File: config.mk
export PLATFORM = sky130hd
export DESIGN_NAME = input_conditioner
export DESIGN_NICKNAME = d
export VERILOG_FILES = /design/src/rtl/input_conditioner_pkg.sv /design/src/rtl/input_conditioner_db_filter.sv /design/src/rtl/input_conditioner.sv
export SDC_FILE = /design/constraint.sdc
export NUM_CORES = 1
export LEC_CHECK = 0
export CORE_MARGIN = 5
export CORE_UTILIZATION = 67
export DETAILED_ROUTE_END_ITERATION = 8
export PLACE_DENSITY = 0.89
export SLEW_MARGIN = 20
export SYNTH_ARGS = -nofsm -noshare
export SYNTH_HDL_FRONTEND = slang
export SYNTH_SLANG_ARGS = --single-unit
File: constraint.sdc
create_clock -name clk_i -period 12.4 [get_ports clk_i]
set_clock_uncertainty 0.1 [all_clocks]
set_input_delay 2.48 -clock clk_i [delete_from_list [all_inputs] [get_ports clk_i]]
set_output_delay 2.48 -clock clk_i [all_outputs]
set_load 0.01 [all_outputs]
File: src/rtl/input_conditioner_pkg.sv
// Shared sizes and width helpers for the input conditioner.
// BTN_SZ, SW_SZ and CLK_HZ are board-wide macros; the defaults below apply unless the top level overrides them.
`ifndef BTN_SZ
`define BTN_SZ 3
`endif
`ifndef SW_SZ
`define SW_SZ 2
`endif
`ifndef CLK_HZ
`define CLK_HZ 125000000
`endif

package input_conditioner_pkg;

    localparam int unsigned NumBtn       = `BTN_SZ;
    localparam int unsigned NumSw        = `SW_SZ;
    localparam int unsigned DefaultClkHz = `CLK_HZ;

    // Counter width for a modulus of n; never narrower than one bit.
    function automatic int unsigned cnt_w(input int unsigned n);
        return (n < 2) ? 1 : $clog2(n);
    endfunction

    function automatic int unsigned max_u(input int unsigned a, input int unsigned b);
        return (a > b) ? a : b;
    endfunction

endpackage

File: src/rtl/input_conditioner_db_filter.sv
// One raw input: 2-flop synchroniser followed by a stability counter that owns the accepted level.
// level_d_o exposes the level that will be accepted at the next edge, so callers can see changes early.
module input_conditioner_db_filter
    import input_conditioner_pkg::*;
#(
    parameter int unsigned DB_CYCLES = 2500000
) (
    input  logic clk_i,
    input  logic rst_i,
    input  logic raw_i,
    output logic level_o,
    output logic level_d_o
);

    localparam int unsigned DcW = cnt_w(DB_CYCLES);

    logic           meta_q;
    logic           sync_q;
    logic           acc_q;
    logic           acc_d;
    logic [DcW-1:0] dc_q;
    logic [DcW-1:0] dc_d;

    always_ff @(posedge clk_i or posedge rst_i) begin
        if (rst_i) begin
            meta_q <= 1'b0;
            sync_q <= 1'b0;
            acc_q  <= 1'b0;
            dc_q   <= '0;
        end else begin
            meta_q <= raw_i;
            sync_q <= meta_q;
            acc_q  <= acc_d;
            dc_q   <= dc_d;
        end
    end

    // Any cycle where the input agrees with the accepted level restarts the count.
    always_comb begin
        acc_d = acc_q;
        dc_d  = '0;
        if (sync_q != acc_q) begin
            if (dc_q == DcW'(DB_CYCLES - 1)) begin
                acc_d = sync_q;
            end else begin
                dc_d = dc_q + DcW'(1);
            end
        end
    end

    assign level_o   = acc_q;
    assign level_d_o = acc_d;

endmodule

File: src/rtl/input_conditioner.sv
// Front end for the traffic-light controller: 1 Hz timebase, debounced switches, one-shot button pulses.
// Define AUTO_REPEAT_EN to add per-button auto-repeat while a button stays held.
module input_conditioner
    import input_conditioner_pkg::*;
#(
    parameter int unsigned CLK_HZ        = `CLK_HZ,
    parameter int unsigned TICK_HZ       = 1,
    parameter int unsigned DB_CYCLES     = 2500000,
    parameter int unsigned REPEAT_DELAY  = 62500000,
    parameter int unsigned REPEAT_PERIOD = 25000000
) (
    input  logic              clk_i,
    input  logic              rst_i,
    input  logic [`BTN_SZ-1:0] btn_raw_i,
    input  logic [`SW_SZ-1:0]  sw_raw_i,
    output logic              time_o,
    output logic              tick_o,
    output logic [`BTN_SZ-1:0] btn_o,
    output logic [`SW_SZ-1:0]  sw_o
);

    localparam int unsigned DIV  = CLK_HZ / TICK_HZ;
    localparam int unsigned CntW = cnt_w(DIV);

    // ---------------------------------------------------------------- timebase
    logic [CntW-1:0] cnt_q;
    logic [CntW-1:0] cnt_d;
    logic            time_q;
    logic            time_d;
    logic            tick_q;
    logic            tick_d;

    always_ff @(posedge clk_i or posedge rst_i) begin
        if (rst_i) begin
            cnt_q  <= '0;
            time_q <= 1'b0;
            tick_q <= 1'b0;
        end else begin
            cnt_q  <= cnt_d;
            time_q <= time_d;
            tick_q <= tick_d;
        end
    end

    always_comb begin
        cnt_d  = cnt_q + CntW'(1);
        tick_d = 1'b0;
        time_d = time_q;
        if (cnt_q == CntW'(DIV - 1)) begin
            cnt_d  = '0;
            tick_d = 1'b1;
            time_d = 1'b1;
        end else if (cnt_q == CntW'(DIV / 2 - 1)) begin
            time_d = 1'b0;
        end
    end

    assign time_o = time_q;
    assign tick_o = tick_q;

    // ---------------------------------------------------------------- filters
    logic [NumBtn-1:0] btn_lvl_q;
    logic [NumBtn-1:0] btn_lvl_d;
    logic [NumSw-1:0]  sw_lvl_q;
    logic [NumSw-1:0]  sw_lvl_d;
    logic              unused_sw_lvl_d;

    for (genvar i = 0; i < NumBtn; i++) begin : g_btn
        input_conditioner_db_filter #(
            .DB_CYCLES(DB_CYCLES)
        ) u_db_filter (
            .clk_i    (clk_i),
            .rst_i    (rst_i),
            .raw_i    (btn_raw_i[i]),
            .level_o  (btn_lvl_q[i]),
            .level_d_o(btn_lvl_d[i])
        );
    end

    for (genvar i = 0; i < NumSw; i++) begin : g_sw
        input_conditioner_db_filter #(
            .DB_CYCLES(DB_CYCLES)
        ) u_db_filter (
            .clk_i    (clk_i),
            .rst_i    (rst_i),
            .raw_i    (sw_raw_i[i]),
            .level_o  (sw_lvl_q[i]),
            .level_d_o(sw_lvl_d[i])
        );
    end

    assign unused_sw_lvl_d = ^sw_lvl_d;
    assign sw_o            = sw_lvl_q;

    // ---------------------------------------------------------------- button pulses
    logic [NumBtn-1:0] rep_d;
    logic [NumBtn-1:0] btn_q;
    logic [NumBtn-1:0] btn_d;

`ifdef AUTO_REPEAT_EN
    localparam int unsigned RcW = cnt_w(max_u(REPEAT_DELAY, REPEAT_PERIOD));

    logic [NumBtn-1:0][RcW-1:0] rc_q;
    logic [NumBtn-1:0][RcW-1:0] rc_d;
    logic [NumBtn-1:0]          armed_q;
    logic [NumBtn-1:0]          armed_d;

    always_ff @(posedge clk_i or posedge rst_i) begin
        if (rst_i) begin
            rc_q    <= '0;
            armed_q <= '0;
        end else begin
            rc_q    <= rc_d;
            armed_q <= armed_d;
        end
    end

    // armed_q marks that the first (long) repeat interval has elapsed.
    // Requiring level_d keeps a repeat from landing on the release cycle.
    always_comb begin
        rc_d    = rc_q;
        armed_d = armed_q;
        rep_d   = '0;
        for (int i = 0; i < int'(NumBtn); i++) begin
            if (btn_lvl_q[i] && btn_lvl_d[i]) begin
                if (rc_q[i] == (armed_q[i] ? RcW'(REPEAT_PERIOD - 1) : RcW'(REPEAT_DELAY - 1))) begin
                    rep_d[i]   = 1'b1;
                    rc_d[i]    = '0;
                    armed_d[i] = 1'b1;
                end else begin
                    rc_d[i] = rc_q[i] + RcW'(1);
                end
            end else begin
                rc_d[i]    = '0;
                armed_d[i] = 1'b0;
            end
        end
    end
`else
    localparam int unsigned UnusedRepeat = REPEAT_DELAY + REPEAT_PERIOD;

    assign rep_d = '0;
`endif

    assign btn_d = (btn_lvl_d & ~btn_lvl_q) | rep_d;

    always_ff @(posedge clk_i or posedge rst_i) begin
        if (rst_i) begin
            btn_q <= '0;
        end else begin
            btn_q <= btn_d;
        end
    end

    assign btn_o = btn_q;

endmodule
Word-level counts from Yosys, hierarchy flattened
Index checks and enable logic that the tools add are counted.
- register bits: 157
- input bits: 7
- word-level logic and storage cells: 67
- add/sub/neg operators: 6
- eq/ne operators: 12
- mux-type cells: 20
- bitwise logic cells: 2
- reduce and logical (&&, ||, !) cells: 3
- operators with widths (operator ; count):
    two-way mux 22 bit ; 10
    adder 22 x 1 -> 22 bit, second input constant ; 5
    equality test 22 bit, second input constant ; 5
    adder 27 x 1 -> 27 bit, second input constant ; 1
    equality test 27 x 26 -> 1 bit, second input constant ; 1
    equality test 27 bit, second input constant ; 1
    two-way mux 27 bit ; 1
    two-way mux 1 bit ; 9
    != test 1 bit ; 5
    AND reduction 2 bit ; 2
    bitwise AND 3 bit ; 1
    NOT 3 bit ; 1
    nonzero test 2 bit ; 1

Depth between registers and ports, before layout
- word-level depth: 4
- gate-level depth with buffers: 7

By module
A second synthesis with hierarchy kept.
- cells, all modules: 797
- area total of the unflattened synthesis: 8049.0 um^2
- by module, submodules not included (module ; instances ; cells an instance ; area each (um^2) ; seq. area each (um^2)):
    input_conditioner_db_filter ; 5 ; 130 ; 1293.7 ; 625.6
    input_conditioner ; 1 ; 147 ; 1580.3 ; 800.8

Least setup slack after synthesis
No wires, ideal clock.
- kind: register to output
- start point: reg g_sw[0].u_db_filter.acc_q
- end point: out sw_o[0]
- data arrival time: 514 ps
- slack: 9306 ps
- stages on the path, launching flop included: 2
- path buffers: 1
- cells stage by stage: dfrtp_1 -> buf_4
- RTL lines (element ; line ; source):
    start: declaration ; input_conditioner_db_filter.sv:19 ; logic acc_q;
    start signal: assignment ; input_conditioner_db_filter.sv:28 ; acc_q <= 1'b0;
    start signal: assignment ; input_conditioner_db_filter.sv:33 ; acc_q <= acc_d;
    end: declaration ; input_conditioner.sv:19 ; output logic [`SW_SZ-1:0] sw_o
No word-level cell between the ends.

Worst setup path after layout
- start point: reg g_sw[0].u_db_filter.acc_q
- end point: out sw_o[0]
No word-level cell between the ends.

==> metrics.md <==
| Metric | Value |
|---|---|
| Leading area contributor after synthesis | dfrtp_1 |
| Die X | 117.7 microns |
| Routed Antenna Nets | 0 |
| Layout Utilization | 76.01% |
| Core footprint | roughly 11000 sq um |
| Root Buffer | clkbuf_16 |
| Largest delay share family, worst path | buffers and inverters |
| Crit path depth | 1 |
| #FFs+latches synth | 157 |
| Crit end category | output port |
| Rows | 39 |
| Place WS | 7.732 ns |
| Avg WL per Cell | 16.80 microns |
| CP cell instances | clkdlybuf4s50_1 |
| Post-synth cell types | 53 |
| DRC violations left | 0 |
| Via Count | around 6200 |
| Met2 wire len | 8.123 mm |
| Layout cell share with drive strength beyond 1 | roughly 7.6% |
| Initial Util | 68.31% |
| Compound-Gate Fraction of Synth Area | 7.089% |
| Post-Route Setup TNS | 0 ns |
| Top_reg_cell synth | dfrtp_1 |
| Synth warnings | 0 |
| Worst-skew pair later-pin latency | between 0.4 and 0.5 ns |
| Final setup fails | 0 |
| CTS tree | built |
| Max-Cap Viols | 0 |
| Req. time, crit path | 9.82 ns |
| Tcrit/Tclk final | 31.78% |
| Pwr Density | 130.1 nW/um^2 |
| ANT cells | 0 |
| Routed WL | approximately 16 mm |
| Cts bufs inserted | 17 |
| Worst path buffer plus inverter count | 1 |
| IO buf count | 13 |
| Clk sinks | 157 |
| Relative slew slack | 46.56% |
| Reg clk slew, reported paths | 0.06 ns |
| RSZ-0062 raised after global routing | no |
| CP max stage delay | around 0.55 ns |
| Crit Path Category | reg -> out |
| Nature of the critical path startpoint | flop |
| Post-synth EDFFs | 0 |
| Synthesized net count | 808 |
| CTS H-tree depth | 4 |
| Top layer in use | met4 |
| Most common cell in the synthesized netlist | dfrtp_1 |
| Number of global-route vias before repair | 5996 |
| Sw frac | a little over a fifth |
| RePlAce Congestion | 0.9374 |
| GRT Util Overall | 23.92% |
| Slowest cell on the critical path | clkdlybuf4s50_1 |
| Initial antenna violation count | 0 |
| Async SR Flop Fraction | 100.0% |
| Sequential group share of total power | 46.6% |
| Reg-to-Reg End | cnt_q[21] |
| Top cells by area, synth | dfrtp_1, xnor2_1, nor2_1 |
| Main combinational cell family by area after synthesis | simple AND/OR/NAND/NOR gates |
| Hold buffer count at cts | 0 |
| Worst setup path end | sw_o[0] |
| Post-CTS sizing | 0 |
| Maximum vdd drop | 125.7 uV |
| Die Height | between 100 and 150 microns |
| Sequential fraction of the synthesis area | 50.59% |
| Worst min path class | reg -> reg |
| Clk network pwr share | 50.8% |
| Largest net degree at the start of global routing | 90 |
| Comb pwr share | 2.5% |
| Net Switching | 235.8 uW |
| Final hold viol count | 0 |
| Worst setup margin | 8.459 ns |
| Leakage | about 3.4 nW |
| Synth Area in XOR/XNOR | under 10% |
| First-pass GRT wire length | ~28 mm |
| Critical Path AT | 1.36 ns |
| # fillers | 737 |
| Share of the synthesized area in the top cell type | 50.59% |
| Fin. max-slew vios | 0 |
| R2r startpoint | cnt_q[19] |
| Critical-path maximum fanout | 3 |
| WHS | 0.2528 ns |
| Mux cell area share after synthesis | less than 1% |
| Simple logic cell fraction of the synthesized area | 27.74% |
| Post-DP HPWL | 10.14 mm |
| Synth Area per Inst | just under 10 sq um |
| DRT Pass-1 Iters | 5 |
| F_max | 253.7 MHz |
| Mapped Area | 7766 sq um |
| Post-synth top cells | dfrtp_1, nor2_1, nand3_1 |
| Worst-case reg-to-reg path depth | 4 |
| Pint | slightly below 900 uW |
| Setup crit start | g_sw[0].u_db_filter.level_o |
| Vias per inst | 6.438 |
| NumNets Final | 816 |
| Status | finished clean |
| DR WL met3 | 845 microns |
| Synth Area in Adders | under 10% |
| Remaining Overflow, GRT | 0 |
| Post-CTS Setup Inserts | 0 |
| Synth Instances | 792 |
| Worst Max-Slew Pin Slew | 0.7969 ns |
| Layout Area Growth over Synthesis | 11.28% |
| Routed length on met1 | 6.802 mm |
| Bufs on Longest Clock Path | 2 |
| IO Count | 14 |
| DRT iter0 DRCs | 651 |
| Minimum clock period | 3.941 ns |
| Die ar. | 13850 sq um |
| FF-to-FF setup slack | approximately 9.8 ns |
-- how the worst min path moves through the flow --
stage                                             end  slack [ns]                         from  depth (start not counted)
after floorplan           g_btn[0].u_db_filter.sync_q        0.23  g_btn[0].u_db_filter.meta_q                          0
after global routing      g_btn[2].u_db_filter.sync_q        0.25  g_btn[2].u_db_filter.meta_q                          0
final                     g_btn[0].u_db_filter.sync_q        0.25  g_btn[0].u_db_filter.meta_q                          0
after global placement    g_btn[2].u_db_filter.sync_q        0.24  g_btn[2].u_db_filter.meta_q                          0
after CTS                 g_btn[2].u_db_filter.sync_q        0.25  g_btn[2].u_db_filter.meta_q                          0
after detailed placement  g_btn[2].u_db_filter.sync_q        0.24  g_btn[2].u_db_filter.meta_q                          0
-- flip-flops by register name, summed over array words and instances, names as in the netlist --
register,cells
btn_o,3
g_btn.u_db_filter.sync_q,3
g_sw.u_db_filter.dc_q,44
time_o,1
g_sw.u_db_filter.sync_q,2
cnt_q,27
g_btn.u_db_filter.level_o,3
g_btn.u_db_filter.dc_q,66
g_sw.u_db_filter.meta_q,2
g_btn.u_db_filter.meta_q,3
tick_o,1
g_sw.u_db_filter.level_o,2
-- cells in the final DEF, fill, tap and decap left out, types with 3 or more instances in the layout --
cell,count
nor4b_1,6
or2_2,3
nor3_1,16
clkdlybuf4s50_1,13
o21ai_1,3
or3_1,24
xor2_1,33
and4_1,9
mux2_2,5
nand4_1,38
nand4b_1,3
buf_4,4
inv_1,22
nand3_1,52
or4b_2,3
nor2_1,101
nor4_1,27
and3_1,10
o21ai_0,27
clkinv_4,4
clkinvlp_4,3
ha_1,9
clkbuf_16,17
bufinv_16,5
nand2_1,46
nor4bb_1,4
o31ai_1,13
o41ai_1,3
a21oi_1,44
xnor2_1,51
or4_1,24
dfrtp_1,157
-- logic make-up (layout without fill, tap and decap cells) --
logic type,count (synthesis),in the layout
and+or+nand+nor,388,388
DFF,157,157
AOI/OAI and AO/OA,97,97
xor gates and xnor gates,84,84
buffers and inverters,52,73
adders and majority gates,9,9
muxes,5,5
-- stage by stage --
step / instances / instance area (sq um) / power, mW
2_1_floorplan: 792 / 7766 / 0.5524
3_3_place_gp: 924 / 7981 / 0.5599
3_5_place_dp: 924 / 7981 / 0.5619
4_1_cts: 956 / 8638 / 1.133
5_1_grt: 956 / 8642 / 1.159
6_report: 956 / 8642 / 1.124
-- area by class of cell --
class / instances / area (sq um) / share of cell area, %
Clock inverter: 14 / 217.7 / 2.519
Sequential cell: 157 / 3929 / 45.46
Tap cell: 143 / 178.9 / 2.070
Clock buffer: 18 / 439.2 / 5.082
Inverter: 23 / 91.34 / 1.057
Timing Repair Buffer: 18 / 171.4 / 1.983
Multi-Input combinational cell: 583 / 3615 / 41.83
-- layer usage --
metal  track usage (%)  vias to the layer above
met3             5.863                       28
li1                  -                     2887
met1             31.41                     3044
met5                 0                        -
met4             9.032                        0
met2             38.65                      196
-- power by group through the flow --
stage | Sequential [mW] | Combinational (mW) | Clock (mW)
after floorplan | 0.532 | 0.0205 | 0
after global placement | 0.533 | 0.0270 | 0
after detailed placement | 0.533 | 0.0285 | 0
after CTS | 0.524 | 0.0290 | 0.580
after global routing | 0.525 | 0.0331 | 0.602
final | 0.524 | 0.0283 | 0.571
(Power assumes the default switching activity.)
